$ cat src/rtl/pla_decode_sched_pkg.sv
// Shared types and constants for the PLA decode-core scheduler.
// This package is imported by the arbiter, the interface users and the top.
package pla_sched_pkg;

    typedef enum logic [1:0] {
        IDLE = 2'd0,
        EVAL = 2'd1,
        RESP = 2'd2
    } state_t;

    localparam int DW_IN_DEF  = 4;
    localparam int DW_OUT_DEF = 7;
    localparam int TXN_CNT_W  = 16;

    // Index width that never collapses to zero bits for tiny ranges.
    function automatic int idx_w(input int n);
        return (n <= 2) ? 1 : $clog2(n);
    endfunction

endpackage

$ cat src/rtl/pla_decode_sched_if.sv
// Requester-side bus of the decode scheduler: request channel and response channel.
// A channel transfers on a clock edge where valid and ready are both high.
// The request source holds its valid and data stable until ready is seen.
// Ready may depend combinationally on valid. The response side follows the same rule.
interface pla_decode_sched_if #(
    parameter int NREQ   = 4,
    parameter int DW_IN  = 4,
    parameter int DW_OUT = 7
) ();
    logic [NREQ-1:0]       req_valid;
    logic [NREQ*DW_IN-1:0] req_data;
    logic [NREQ-1:0]       req_ready;
    logic [NREQ-1:0]       rsp_valid;
    logic [DW_OUT-1:0]     rsp_data;
    logic [NREQ-1:0]       rsp_ready;

    modport master (
        output req_valid, req_data, rsp_ready,
        input  req_ready, rsp_valid, rsp_data
    );

    modport slave (
        input  req_valid, req_data, rsp_ready,
        output req_ready, rsp_valid, rsp_data
    );
endinterface

$ cat src/rtl/pla_decode_sched_rr_arbiter.sv
// Combinational round-robin arbiter.
// Priority starts at the slot after ptr_i and wraps around once.
module rr_arbiter
    import pla_sched_pkg::*;
#(
    parameter int NREQ = 4,
    localparam int IW  = idx_w(NREQ)
) (
    input  logic [NREQ-1:0] req_i,
    input  logic [IW-1:0]   ptr_i,
    output logic [NREQ-1:0] gnt_o,
    output logic [IW-1:0]   gnt_idx_o,
    output logic            any_o
);

    logic found;

    always_comb begin
        found     = 1'b0;
        gnt_o     = '0;
        gnt_idx_o = '0;
        for (int k = 1; k <= NREQ; k++) begin
            for (int j = 0; j < NREQ; j++) begin
                if (!found && req_i[j] && (j == (int'(ptr_i) + k) % NREQ)) begin
                    found     = 1'b1;
                    gnt_o[j]  = 1'b1;
                    gnt_idx_o = IW'(j);
                end
            end
        end
        any_o = found;
    end

endmodule

$ cat src/rtl/pla_decode_sched.sv
// Time-shares one combinational decode core among NREQ requesters.
// The core input is registered and only changes on accept, so an idle core does not toggle.
module pla_decode_sched
    import pla_sched_pkg::*;
#(
    parameter int NREQ      = 4,
    parameter int DW_IN     = DW_IN_DEF,
    parameter int DW_OUT    = DW_OUT_DEF,
    parameter int DEC_LAT   = 1,
    parameter int HOLD_IDLE = 1,
    localparam int IW       = idx_w(NREQ)
) (
    input  logic                 clk,
    input  logic                 rst_n,
    pla_decode_sched_if.slave    bus,
    output logic [DW_IN-1:0]     dec_in,
    input  logic [DW_OUT-1:0]    dec_out,
    output logic                 dec_en,
    output logic                 busy,
    output logic [IW-1:0]        grant_id,
    output logic [TXN_CNT_W-1:0] txn_count,
    output state_t               state_o
);

    localparam int CNT_W = idx_w(DEC_LAT);

    state_t                 state_q;
    logic [IW-1:0]          rr_ptr_q;
    logic [IW-1:0]          grant_q;
    logic [CNT_W-1:0]       cnt_q;
    logic [DW_IN-1:0]       dec_in_q;
    logic [DW_OUT-1:0]      rsp_data_q;
    logic [TXN_CNT_W-1:0]   txn_q;

    logic [NREQ-1:0]        arb_gnt;
    logic [IW-1:0]          arb_idx;
    logic                   arb_any;
    logic [DW_IN-1:0]       operand;
    logic                   rsp_ack;

    rr_arbiter #(.NREQ(NREQ)) u_arb (
        .req_i     (bus.req_valid),
        .ptr_i     (rr_ptr_q),
        .gnt_o     (arb_gnt),
        .gnt_idx_o (arb_idx),
        .any_o     (arb_any)
    );

    // AND-OR select keeps the operand mux free of a wide index decode.
    always_comb begin
        operand = '0;
        for (int i = 0; i < NREQ; i++) begin
            if (arb_gnt[i]) operand = operand | bus.req_data[i*DW_IN +: DW_IN];
        end
    end

    assign rsp_ack = bus.rsp_ready[grant_q];

    always_ff @(posedge clk) begin
        if (!rst_n) begin
            state_q    <= IDLE;
            rr_ptr_q   <= IW'(NREQ - 1);
            grant_q    <= '0;
            cnt_q      <= '0;
            dec_in_q   <= '0;
            rsp_data_q <= '0;
            txn_q      <= '0;
        end else begin
            case (state_q)
                IDLE: begin
                    if (arb_any) begin
                        dec_in_q <= operand;
                        grant_q  <= arb_idx;
                        cnt_q    <= CNT_W'(DEC_LAT - 1);
                        state_q  <= EVAL;
                    end else if (HOLD_IDLE == 0) begin
                        dec_in_q <= '0;
                    end
                end
                EVAL: begin
                    if (cnt_q != '0) begin
                        cnt_q <= cnt_q - 1'b1;
                    end else begin
                        rsp_data_q <= dec_out;
                        state_q    <= RESP;
                    end
                end
                RESP: begin
                    if (rsp_ack) begin
                        rr_ptr_q <= grant_q;
                        if (txn_q != '1) txn_q <= txn_q + 1'b1;
                        state_q  <= IDLE;
                    end
                end
                default: state_q <= IDLE;
            endcase
        end
    end

    assign bus.req_ready = (state_q == IDLE) ? arb_gnt : '0;

    always_comb begin
        bus.rsp_valid = '0;
        if (state_q == RESP) bus.rsp_valid[grant_q] = 1'b1;
    end

    assign bus.rsp_data = rsp_data_q;
    assign dec_in       = dec_in_q;
    assign dec_en       = (state_q == EVAL);
    assign busy         = (state_q != IDLE);
    assign grant_id     = grant_q;
    assign txn_count    = txn_q;
    assign state_o      = state_q;

endmodule

$ cat src/flat_wrapper.sv
// flat-port wrapper written by rule: the top's interface ports become plain ports
module pla_decode_sched_flat import pla_sched_pkg::*;
#(
    parameter int NREQ      = 4,
    parameter int DW_IN     = DW_IN_DEF,
    parameter int DW_OUT    = DW_OUT_DEF,
    parameter int DEC_LAT   = 1,
    parameter int HOLD_IDLE = 1,
    localparam int IW       = idx_w(NREQ)
)
  (clk, rst_n, dec_in, dec_out, dec_en, busy, grant_id, txn_count, state_o, bus_req_valid, bus_req_data, bus_rsp_ready, bus_req_ready, bus_rsp_valid, bus_rsp_data);
  pla_decode_sched_if #(.NREQ(NREQ), .DW_IN(DW_IN), .DW_OUT(DW_OUT)) bus_i ();
  input  logic clk;
  input  logic rst_n;
  output logic [DW_IN-1:0] dec_in;
  input  logic [DW_OUT-1:0] dec_out;
  output logic dec_en;
  output logic busy;
  output logic [IW-1:0] grant_id;
  output logic [TXN_CNT_W-1:0] txn_count;
  output state_t state_o;
  input wire logic [$bits(bus_i.req_valid)-1:0] bus_req_valid;
  input wire logic [$bits(bus_i.req_data)-1:0] bus_req_data;
  input wire logic [$bits(bus_i.rsp_ready)-1:0] bus_rsp_ready;
  output wire logic [$bits(bus_i.req_ready)-1:0] bus_req_ready;
  output wire logic [$bits(bus_i.rsp_valid)-1:0] bus_rsp_valid;
  output wire logic [$bits(bus_i.rsp_data)-1:0] bus_rsp_data;
  assign bus_i.req_valid = bus_req_valid;
  assign bus_i.req_data = bus_req_data;
  assign bus_i.rsp_ready = bus_rsp_ready;
  assign bus_req_ready = bus_i.req_ready;
  assign bus_rsp_valid = bus_i.rsp_valid;
  assign bus_rsp_data = bus_i.rsp_data;
  pla_decode_sched #(.NREQ(NREQ), .DW_IN(DW_IN), .DW_OUT(DW_OUT), .DEC_LAT(DEC_LAT), .HOLD_IDLE(HOLD_IDLE)) u_core (.clk(clk), .rst_n(rst_n), .bus(bus_i), .dec_in(dec_in), .dec_out(dec_out), .dec_en(dec_en), .busy(busy), .grant_id(grant_id), .txn_count(txn_count), .state_o(state_o));
endmodule
$ cat config.mk
export PLATFORM = sky130hd
export DESIGN_NAME = pla_decode_sched_flat
export DESIGN_NICKNAME = d
export VERILOG_FILES = /design/src/rtl/pla_decode_sched_pkg.sv /design/src/rtl/pla_decode_sched_if.sv /design/src/rtl/pla_decode_sched_rr_arbiter.sv /design/src/rtl/pla_decode_sched.sv /design/src/flat_wrapper.sv
export SDC_FILE = /design/constraint.sdc
export NUM_CORES = 1
export LEC_CHECK = 0
export ABC_AREA = 1
export ABC_CLOCK_PERIOD_IN_PS = 5500
export CELL_PAD_IN_SITES_DETAIL_PLACEMENT = 1
export CELL_PAD_IN_SITES_GLOBAL_PLACEMENT = 2
export CORE_ASPECT_RATIO = 0.5
export CORE_UTILIZATION = 24
export CTS_CLUSTER_SIZE = 20
export DETAILED_ROUTE_END_ITERATION = 8
export MAX_ROUTING_LAYER = met4
export PLACE_DENSITY = 0.93
export REMOVE_ABC_BUFFERS = 1
export SETUP_SLACK_MARGIN = 0.02
export SYNTH_ARGS = -nofsm -noshare
export SYNTH_HDL_FRONTEND = slang
export SYNTH_SLANG_ARGS = --single-unit
$ cat constraint.sdc
create_clock -name clk -period 5.5 [get_ports clk]
set_clock_uncertainty 0.2 [all_clocks]
set_input_delay 1.1 -clock clk [delete_from_list [all_inputs] [get_ports clk]]
set_output_delay 1.1 -clock clk [all_outputs]
set_load 0.1 [all_outputs]
==> reports/metrics.cfg, run 1 <==
[worst_hold_path]
hold_depth = 1
hold_class = register to register
hold_start = u_core.txn_count[12]

[worst_setup_path]
worstSetupPathType = primary input to primary output
path_depth = 11
startpoint = bus_req_valid[0]
reg2reg_depth = 13
crit_fanout = 5
worst-path-buf-inv = 2
cp_data_required_time_ns = 4.20
reg2reg_from = u_core.grant_id[0]
critPathSlowestCell = clkdlybuf4s50_1
cp-start-kind = primary input
end_kind = primary output
cp_cell_sequence = clkdlybuf4s50_1, nand3_1, nand3_2, nor2_2, nand4_2, nor2_2, nand4_2, nor3_2, nand4_1, a21oi_1, buf_4
max_stage_delay_ns = 0.52
worstPathArrival_ns = 3.41
cp_top_family = simple AND/OR/NAND/NOR gates

[clocking]
cts_hold_buf = 0
clk_latency_ns = 0.27
cts-htree-levels = 2
cts_tree = yes
cts_root_buffer = clkbuf_16
path_clk_slew_ns = 0.05
post_cts_buffers = 0
post_cts_resized = 0
ctsLongestPathBuffers = 2
cts_buffers = 5
cts.sinks = 33

[detailed_routing]
num_vias = 2178
drc = 0
drtIter0Drc = 91
first_pass_iters = 4
via_per_inst = 4.55
wl_per_cell_microns = 13.3
ant_nets = 0
drt_wl_total_microns = 6380

[place]
place.gp.congestion = 0.927
dp_hpwl_microns = 5080
dp_cells = 471
port_buffers = 73

[cells_and_area]
fin_cells = 479
antenna_cells = 0
final_util_pct = 38.3
area_growth_syn_to_layout_pct = 50.9
drive_gt1_share_pct = 7.55
nNetsFinal = 404

[floorplanning]
pin_count = 74
die-area_sq_um = 8330
fp.dieW_microns = 128
dieHeight_microns = 65.0
start_util_pct = 25.4
coreArea_sq_um = 7510
rows = 22

[synthesis]
synth_top_cell_by_area = dfxtp_1
yosys-top-cells-area = dfxtp_1 35%, nand2_1 11%, inv_1 8.7%, nor2_1 8.7%, a21oi_1 6.0%
synth_warnings = 0
syn_area_sq_um = 1910
synth.distinct_cells = 29
synth_seq_cells = 33
seq_area_frac_synth_pct = 34.6
synth_top_area_share_pct = 34.6
syn_area_per_cell_sq_um = 6.49
syn_inst = 294

[timing]
post-route-period-util_pct = 85.7
fmax_mhz = 212
worst_pin_slew_ns = 0.984
slew_viol_final = 0
grt_setup_unrepaired = false
max_slew_margin_pct = 34.2
setup_viol = 0
totalNegativeSetupSlack_ns = 0
post-route-min-period_ns = 4.71
hold_viol = 0

[global_route]
grt-ovfl-total = 0
grt_pass1_vias = 2255
grt_max_degree = 23
antenna_found_initial = 0
grt_pass1_wl_microns = 10600
grtUsageTotal_pct = 16.2

[power_and_ir_drop]
seqPwrFrac_pct = 30.4
swShare_pct = 42.6
power.density_nw_per_um2 = 313
combPwrFrac_pct = 40.6
clockPowerShare_pct = 29.0
leakage_nw = 1.21
netSwitchingPower_mw = 0.384
p_int_mw = 0.517
ir_drop_mv = 0.131

[job]
maxCapViolCount = 0

[status]
outcome = complete, no violations

per-layer routing:
metal / up-vias / GRT usage (%) / routed length [microns]
met5: - / - / 0
met2: 31 / 29.0 / 3110
met4: 0 / 3.09 / 40
li1: 1115 / - / -
met1: 1027 / 19.7 / 3080
met3: 5 / 2.31 / 155
kinds of logic (layout without fill, tap and decap cells):
| logic type | Yosys count | after routing | share of synthesized area [%] |
|---|---|---|---|
| and+or+nand+nor | 160 | 160 | 39.3 |
| AOI/OAI and AO/OA | 50 | 50 | 14.6 |
| DFF | 33 | 33 | 34.6 |
| xor gates and xnor gates | 2 | 2 | 0.919 |
| buffers and inverters | 48 | 125 | 9.91 |
| adders and majority gates | 1 | 1 | 0.656 |
state kept, by name (all words and copies together) (netlist names):
| signal | cells |
|---|---|
| u_core.bus.rsp_data | 7 |
| u_core.dec_in | 4 |
| u_core.grant_id | 2 |
| u_core.rr_ptr_q | 2 |
| u_core.state_o | 2 |
| u_core.txn_count | 16 |
cells in the mapped netlist, drive strengths merged:
| cell type | count |
|---|---|
| nand2 | 62 |
| nor2 | 49 |
| inv | 44 |
| dfxtp | 33 |
| nand3 | 25 |
| a21oi | 23 |
| o21ai | 16 |
| nor3 | 11 |
| nand4 | 9 |
| o21a | 5 |
| buf | 3 |
| nor4 | 3 |
| o211ai | 2 |
| xor2 | 2 |
| a211oi | 1 |
| a22oi | 1 |
| a31oi | 1 |
| clkbuf | 1 |
| ha | 1 |
| o2111ai | 1 |
| or4 | 1 |
worst register-to-register path, delay by kind of cell, from the launching register on:
kind	cells	cell delay, ns
flops	1	0.36
buf+inv	2	0.26
simple gates	9	1.40
compound gates	2	0.20
final timing paths:
| path | endpoint | slack (ns) |
|---|---|---|
| setup / recovery | bus_req_ready[3] | 0.79 |
| hold / removal | u_core.txn_count[12] | 0.31 |
| setup reg to reg | u_core.txn_count[11] | 2.97 |
| hold reg to reg | u_core.txn_count[12] | 0.31 |
power groups by stage:
stage / Clock (mW) / Sequential, mW / Combinational (mW)
3_5_place_dp: 0 / 0.279 / 0.367
3_3_place_gp: 0 / 0.277 / 0.361
4_1_cts: 0.273 / 0.273 / 0.368
5_1_grt: 0.285 / 0.276 / 0.388
6_report: 0.262 / 0.273 / 0.365
2_1_floorplan: 0 / 0.398 / 0.144
cell type report:
class,count,area [sq um]
fillers,975,4640
multi-input cells,213,1060
repair buffers,73,721
flip-flops and latches,33,661
inverters,44,165
well taps,108,135
clock buffers,6,129
clock inverters,2,10.0
through the flow:
step,setup WS (ns),area (sq um),hold WS (ns),power (mW)
final,0.786,2880,0.310,0.900
after global routing,0.611,2880,0.336,0.949
after global placement,0.939,2740,0.276,0.638
after detailed placement,0.795,2740,0.302,0.645
after CTS,0.785,2880,0.316,0.915
after floorplan,0.591,1880,0.338,0.542
layout by cell type (no fill, tap or decap), drive strengths merged, types with 2 or more instances in the layout:
master | netlist | layout
nor3 | 11 | 11
nor4 | 3 | 3
a21oi | 23 | 23
nand4 | 9 | 9
o21a | 5 | 5
inv | 44 | 44
buf | 3 | 4
nand3 | 25 | 25
xor2 | 2 | 2
nor2 | 49 | 49
clkbuf | 1 | 6
clkdlybuf4s50 | 0 | 69
o211ai | 2 | 2
clkinv | 0 | 2
o21ai | 16 | 16
nand2 | 62 | 62
dfxtp | 33 | 33
No activity file was read; power rests on OpenSTA's default activity.
==> run 2: changes to the inputs <==
Settings changed: SLEW_MARGIN set to 20.
==> results of run 2 <==
Same layout as run 1: the final DEF is identical, and so are final timing and power.
